<file path="src/rtl/i2c_arb_pkg.sv">
// Shared definitions for the I2C bus arbiter: FSM state encoding and I2C field widths.
package i2c_arb_pkg;

   localparam int I2C_ADDR_W = 7;
   localparam int I2C_DATA_W = 8;

   typedef enum logic [1:0] {
      ST_IDLE   = 2'd0,
      ST_ISSUE  = 2'd1,
      ST_WAIT   = 2'd2,
      ST_RETIRE = 2'd3
   } arb_state_t;

endpackage

</file>
<file path="src/rtl/rr_pick.sv">
// Combinational round-robin picker: first set request at or after ptr, wrapping N-1 -> 0.
module rr_pick #(
   parameter int N     = 4,
   parameter int IDX_W = $clog2(N)
) (
   input  logic [N-1:0]     req,
   input  logic [IDX_W-1:0] ptr,
   output logic [N-1:0]     win_oh,
   output logic [IDX_W-1:0] win_idx,
   output logic             any_vld
);

   always_comb begin
      win_idx = '0;
      any_vld = |req;
      // scan from the farthest offset back to ptr so the nearest hit is written last
      for (int k = N - 1; k >= 0; k--) begin
         if (req[(int'(ptr) + k) % N]) win_idx = IDX_W'((int'(ptr) + k) % N);
      end
      win_oh = any_vld ? (N'(1) << win_idx) : '0;
   end

endmodule

</file>
<file path="src/rtl/i2c_bus_arbiter.sv">
// Round-robin arbiter sharing one byte-level I2C master among NUM_REQ requesters.
// Optional engine watchdog enabled by defining I2C_ARB_TIMEOUT_EN.
//   state     | meaning
//   ST_IDLE   | wait for a request while the engine is free, latch the winner
//   ST_ISSUE  | launch the engine (m_start registered, visible next cycle)
//   ST_WAIT   | wait for m_done (or watchdog expiry)
//   ST_RETIRE | done pulse to the winner, advance pointer
module i2c_bus_arbiter
   import i2c_arb_pkg::*;
#(
   parameter int NUM_REQ        = 4,
   parameter int TIMEOUT_CYCLES = 65535
) (
   input  logic                         clk,
   input  logic                         rst,
   input  logic [NUM_REQ-1:0]           req,
   input  logic [I2C_ADDR_W*NUM_REQ-1:0] req_addr,
   input  logic [NUM_REQ-1:0]           req_rw,
   input  logic [I2C_DATA_W*NUM_REQ-1:0] req_wdata,
   output logic [NUM_REQ-1:0]           gnt,
   output logic [NUM_REQ-1:0]           done,
   output logic [I2C_DATA_W-1:0]        rdata,
   output logic                         nack,
   output logic                         m_start,
   output logic [I2C_ADDR_W-1:0]        m_addr,
   output logic                         m_rw,
   output logic [I2C_DATA_W-1:0]        m_wdata,
   input  logic                         m_busy,
   input  logic                         m_done,
   input  logic [I2C_DATA_W-1:0]        m_rdata,
   input  logic                         m_nack
);

   localparam int IDX_W = $clog2(NUM_REQ);
   localparam logic [IDX_W-1:0] LAST_IDX = IDX_W'(NUM_REQ - 1);

   if (NUM_REQ < 2 || NUM_REQ > 8 || TIMEOUT_CYCLES < 1) begin : g_param_chk
      $error("i2c_bus_arbiter: NUM_REQ must be 2..8 and TIMEOUT_CYCLES >= 1");
   end

   arb_state_t              state_q, state_d;
   logic [IDX_W-1:0]        ptr_q, ptr_d;
   logic [IDX_W-1:0]        idx_q, idx_d;
   logic [NUM_REQ-1:0]      gnt_q, gnt_d;
   logic [NUM_REQ-1:0]      done_q, done_d;
   logic [I2C_DATA_W-1:0]   rdata_q, rdata_d;
   logic                    nack_q, nack_d;
   logic                    m_start_q, m_start_d;
   logic [I2C_ADDR_W-1:0]   m_addr_q, m_addr_d;
   logic                    m_rw_q, m_rw_d;
   logic [I2C_DATA_W-1:0]   m_wdata_q, m_wdata_d;

   logic [NUM_REQ-1:0]      win_oh;
   logic [IDX_W-1:0]        win_idx;
   logic                    any_vld;

`ifdef I2C_ARB_TIMEOUT_EN
   localparam int TMO_W = $clog2(TIMEOUT_CYCLES + 1);
   logic [TMO_W-1:0]        tmo_cnt_q, tmo_cnt_d;
`endif

   rr_pick #(.N(NUM_REQ), .IDX_W(IDX_W)) u_rr_pick (
      .req     (req),
      .ptr     (ptr_q),
      .win_oh  (win_oh),
      .win_idx (win_idx),
      .any_vld (any_vld)
   );

   always_comb begin
      state_d   = state_q;
      ptr_d     = ptr_q;
      idx_d     = idx_q;
      gnt_d     = gnt_q;
      done_d    = '0;
      rdata_d   = rdata_q;
      nack_d    = nack_q;
      m_start_d = 1'b0;
      m_addr_d  = m_addr_q;
      m_rw_d    = m_rw_q;
      m_wdata_d = m_wdata_q;
`ifdef I2C_ARB_TIMEOUT_EN
      tmo_cnt_d = tmo_cnt_q;
`endif
      case (state_q)
         ST_IDLE: begin
            if (any_vld && !m_busy) begin
               gnt_d     = win_oh;
               idx_d     = win_idx;
               m_addr_d  = req_addr[int'(win_idx)*I2C_ADDR_W +: I2C_ADDR_W];
               m_rw_d    = req_rw[win_idx];
               m_wdata_d = req_wdata[int'(win_idx)*I2C_DATA_W +: I2C_DATA_W];
               state_d   = ST_ISSUE;
            end
         end
         ST_ISSUE: begin
            m_start_d = 1'b1;
            state_d   = ST_WAIT;
`ifdef I2C_ARB_TIMEOUT_EN
            tmo_cnt_d = TMO_W'(TIMEOUT_CYCLES - 1);
`endif
         end
         ST_WAIT: begin
            // a completion coincident with the start pulse belongs to nobody
            if (m_done && !m_start_q) begin
               rdata_d = m_rdata;
               nack_d  = m_nack;
               done_d  = gnt_q;
               state_d = ST_RETIRE;
            end
`ifdef I2C_ARB_TIMEOUT_EN
            else if (tmo_cnt_q == '0) begin
               rdata_d = '0;
               nack_d  = 1'b1;
               done_d  = gnt_q;
               state_d = ST_RETIRE;
            end else begin
               tmo_cnt_d = tmo_cnt_q - 1'b1;
            end
`endif
         end
         ST_RETIRE: begin
            gnt_d   = '0;
            ptr_d   = (idx_q == LAST_IDX) ? '0 : idx_q + IDX_W'(1);
            state_d = ST_IDLE;
         end
         default: state_d = ST_IDLE;
      endcase
   end

   always_ff @(posedge clk or posedge rst) begin
      if (rst) begin
         state_q   <= ST_IDLE;
         ptr_q     <= '0;
         idx_q     <= '0;
         gnt_q     <= '0;
         done_q    <= '0;
         rdata_q   <= '0;
         nack_q    <= 1'b0;
         m_start_q <= 1'b0;
         m_addr_q  <= '0;
         m_rw_q    <= 1'b0;
         m_wdata_q <= '0;
`ifdef I2C_ARB_TIMEOUT_EN
         tmo_cnt_q <= '0;
`endif
      end else begin
         state_q   <= state_d;
         ptr_q     <= ptr_d;
         idx_q     <= idx_d;
         gnt_q     <= gnt_d;
         done_q    <= done_d;
         rdata_q   <= rdata_d;
         nack_q    <= nack_d;
         m_start_q <= m_start_d;
         m_addr_q  <= m_addr_d;
         m_rw_q    <= m_rw_d;
         m_wdata_q <= m_wdata_d;
`ifdef I2C_ARB_TIMEOUT_EN
         tmo_cnt_q <= tmo_cnt_d;
`endif
      end
   end

   assign gnt     = gnt_q;
   assign done    = done_q;
   assign rdata   = rdata_q;
   assign nack    = nack_q;
   assign m_start = m_start_q;
   assign m_addr  = m_addr_q;
   assign m_rw    = m_rw_q;
   assign m_wdata = m_wdata_q;

endmodule

</file>
<file path="config.mk">
export PLATFORM = sky130hd
export DESIGN_NAME = i2c_bus_arbiter
export DESIGN_NICKNAME = d
export VERILOG_FILES = /design/src/rtl/i2c_arb_pkg.sv /design/src/rtl/rr_pick.sv /design/src/rtl/i2c_bus_arbiter.sv
export SDC_FILE = /design/constraint.sdc
export NUM_CORES = 1
export LEC_CHECK = 0
export ABC_AREA = 1
export ABC_CLOCK_PERIOD_IN_PS = 1400
export BUFFER_PORTS_ARGS = -buffer_cell sky130_fd_sc_hd__buf_2
export CORE_MARGIN = 2
export CORE_UTILIZATION = 44
export DETAILED_ROUTE_END_ITERATION = 7
export PLACE_DENSITY = 0.77
export SLEW_MARGIN = 20
export SYNTH_ARGS = -nofsm -noshare
export SYNTH_HDL_FRONTEND = slang
export SYNTH_SLANG_ARGS = --single-unit
</file>
<file path="constraint.sdc">
create_clock -name clk -period 1.4 [get_ports clk]
set_input_delay 0.21 -clock clk [delete_from_list [all_inputs] [get_ports clk]]
set_output_delay 0.21 -clock clk [all_outputs]
set_load 0.02 [all_outputs]
</file>
==> qor.csv <==
stage;metric;value;unit
worst_setup_path;start_kind;flop;
worst_setup_path;max_stage_delay;400;ps
sta;fin_crit;1770;ps
grt;track_usage;21.2;%
grt;gr-total-overflow;0;
layout;area_growth;49.9;%
die;die_w;83.2;um
layout;multiInputGateArea;1590;sq um
clocking;root_buffer;clkbuf_8;
sta;rsz0062_at_grt;yes;
pwr;total_power;10.0;mW
grt;grt_pass1_vias;2875;
clocking;cts.sinks;40;
pwr;p_leak;2.41;nW
synth;synth_ff_type;dfrtp_1;
sta;worst_slack;-367;ps
routing;vias_per_cell;4.88;
routing;num_vias;2960;
layout;stdcell_area;4130;sq um
worst_setup_path;cpMaxStageDelayCell;dfrtp_1;
hold_path;hold_path_end;rdata[0];
worst_setup_path;crit_path_end_kind;flop;
sta;hold_viol;0;
worst_setup_path;r2r-start;ptr_q[0];
worst_setup_path;crit_buf_inv;4;
placement;place.gp.congestion;0.832;
layout;final_net_count;618;
die;rows;28;
synth;synthCells;375;
routing;totalWireLength;8.07;mm
sta;finalCritPeriodShare;126;%
hold_path;hold_start;m_rdata[0];
clocking;cts_buffers;5;
sta;tns;-6310;ps
routing;dr.pass1.iters;4;
worst_setup_path;worstPathRequired;1590;ps
synth;yosysSeqAreaShare;36.3;%
flow_run;maxCapViolCount;0;
layout;ff_latch_area;1000;sq um
sta;final.setup_skew;3.83;ps
grt;grt_pass1_wl;12.4;mm
placement;dpl_cell_area;3670;sq um
worst_setup_path;rr_worst_depth;13;
routing;drtAntennaViolNets;0;
die;die_height;83.2;um
synth;ys_top_cells_by_area;dfrtp_1 (36%), nand2_1 (15%), nand3_1 (11%);
synth;yosys_register_bits;40;
layout;final_cell_mix;buf_2 (114), nand2_1 (103), inv_1 (62);
pwr;power_density;2430;nW/um^2
status;violations;negative setup slack;
grt;met1_usage;24.5;%
worst_setup_path;crit_family;simple AND/OR/NAND/NOR gates;
layout;layout-drive-gt1-share;46.1;%
worst_setup_path;crit_type;flop to flop;
worst_setup_path;rrSetupSlack;-370;ps
status;outcome;complete, but fails checks;
clocking;htree_levels;2;
clocking;clk_latency;290;ps
synth;synth_edf_count;0;
synth;postSynthAreaPerCell;7.35;sq um
hold_path;hold_depth;2;
layout;final_util;69.0;%
clocking;cts_tree;built;
synth;synth_cell_types;30;
placement;port_buffers;114;
layout;n_antenna_cell;0;
synth;synth_warnings;0;
worst_setup_path;worstPathArrival;1950;ps
sta;drv_slew;0;
pwr;ir_worst_vdd;1710;uV
synth;yosys.area.top_type;dfrtp_1;
placement;dp_hpwl;5.41;mm
routing;drt_iter0_drc;110;
synth;mappedNetlistNets;462;
sta;setup_violations;22;
grt;antenna_found_initial;0;
routing;drc;0;
grt;grt_max_degree;27;
layout;final_common_cell;buf_2;
die;core;5990;sq um
worst_setup_path;path_cells;buf_12 > inv_4 > nand2_4 > nand3_1 > nand2_2 > nand3_4 > nand3_4 > buf_6 > buf_12 > nand3_1 > nand2_1 > nand3_1 > nand2_1;
worst_setup_path;cp_max_fo;17;
die;die_area;6920;sq um
synth;synth_top_area_share;36.3;%
worst_setup_path;r2r_end;m_wdata[6];
die;ios;115;
die;start_util;46.0;%
sta;clock.fmax;566;MHz
sta;relSlewSlack;57.4;%
worst_setup_path;critPathMostFrequentCell;nand3_1;
synth;synth-async-reset-ratio;100;%
sta;max_slew.worst_pin.slew;635;ps
layout;fillers;499;
synth;syn_area;2760;sq um
clocking;clk_pin_slew;80;ps
grt;top_usage_layer;met2;
hold_path;hold_class;input port to flop;
clocking;clock_path_buffers;2;
routing;wire_per_inst;13.3;um
grt;use_met3;4.17;%
grt;met2_usage;39.1;%
sequential cells by signal, indices dropped and copies added (netlist names):
| name | flops |
|---|---|
| m_rw | 1 |
| ptr_q | 2 |
| nack | 1 |
| rdata | 8 |
| m_start | 1 |
| gnt | 4 |
| done | 4 |
| idx_q | 2 |
| state_q | 2 |
| m_wdata | 8 |
| m_addr | 7 |
repair_timing:
action,in CTS,in global routing
setup endpoints to repair,31,33
cloned,1,8
pin swaps,2,6
hold endpoints to repair,14,0
hold buffers,1,0
gates resized for setup,6,29
setup buffers,1,7
per-stage QoR:
step	setup WS, ps	hold slack, ps	instances
6_report	-367	140	607
3_3_place_gp	-283	234	581
3_5_place_dp	-363	237	581
5_1_grt	-471	137	607
4_1_cts	-329	135	592
2_1_floorplan	-176	360	375
Yosys cell counts, types with 5 or more instances:
cell type / count
dfrtp_1: 40
nor2_1: 9
inv_1: 64
buf_2: 5
buf_4: 5
nand2_1: 109
nand3_1: 59
nand3_2: 11
o21ai_0: 6
nand2_2: 16
ha_1: 6
inv_2: 5
mux2_2: 9
kinds of logic after synthesis:
group | Yosys count | synth area share, %
adders and majority gates | 6 | 2.72
AOI/OAI and AO/OA | 17 | 4.27
buffers and inverters | 88 | 14.7
and+or+nand+nor | 215 | 38.3
DFF | 40 | 36.3
muxes | 9 | 3.68
report_power, final:
group          leakage (nW)  internal (mW)  switching (mW)
logic                  1.87           3.08            4.20
clock network        0.0414          0.355           0.431
registers             0.501           1.67           0.298
total                  2.41           5.10            4.93
layout make-up:
type	instances	area share, %
flip-flops and latches	40	24.3
well taps	75	2.27
multi-input cells	253	38.4
clock inverters	2	0.394
repair buffers	159	26.2
clock buffers	6	1.76
inverters	72	6.75
worst max-delay path by stage:
| stage | startpoint | to | slack, ps | cells after the start |
|---|---|---|---|---|
| floorplan | ptr_q[0] | m_wdata[6] | -180 | 15 |
| global placement | ptr_q[0] | m_rw | -280 | 12 |
| detailed placement | ptr_q[0] | m_wdata[0] | -360 | 13 |
| CTS | ptr_q[0] | m_wdata[5] | -330 | 14 |
| global route | ptr_q[0] | m_wdata[6] | -470 | 13 |
| finish | ptr_q[0] | m_wdata[6] | -370 | 13 |
routing by layer:
layer	share of wire, %	up-vias
met5	0	-
met4	1.8	0
met3	6.5	14
met2	53	104
met1	39	1369
li1	-	1473
(Power assumes the default switching activity.)
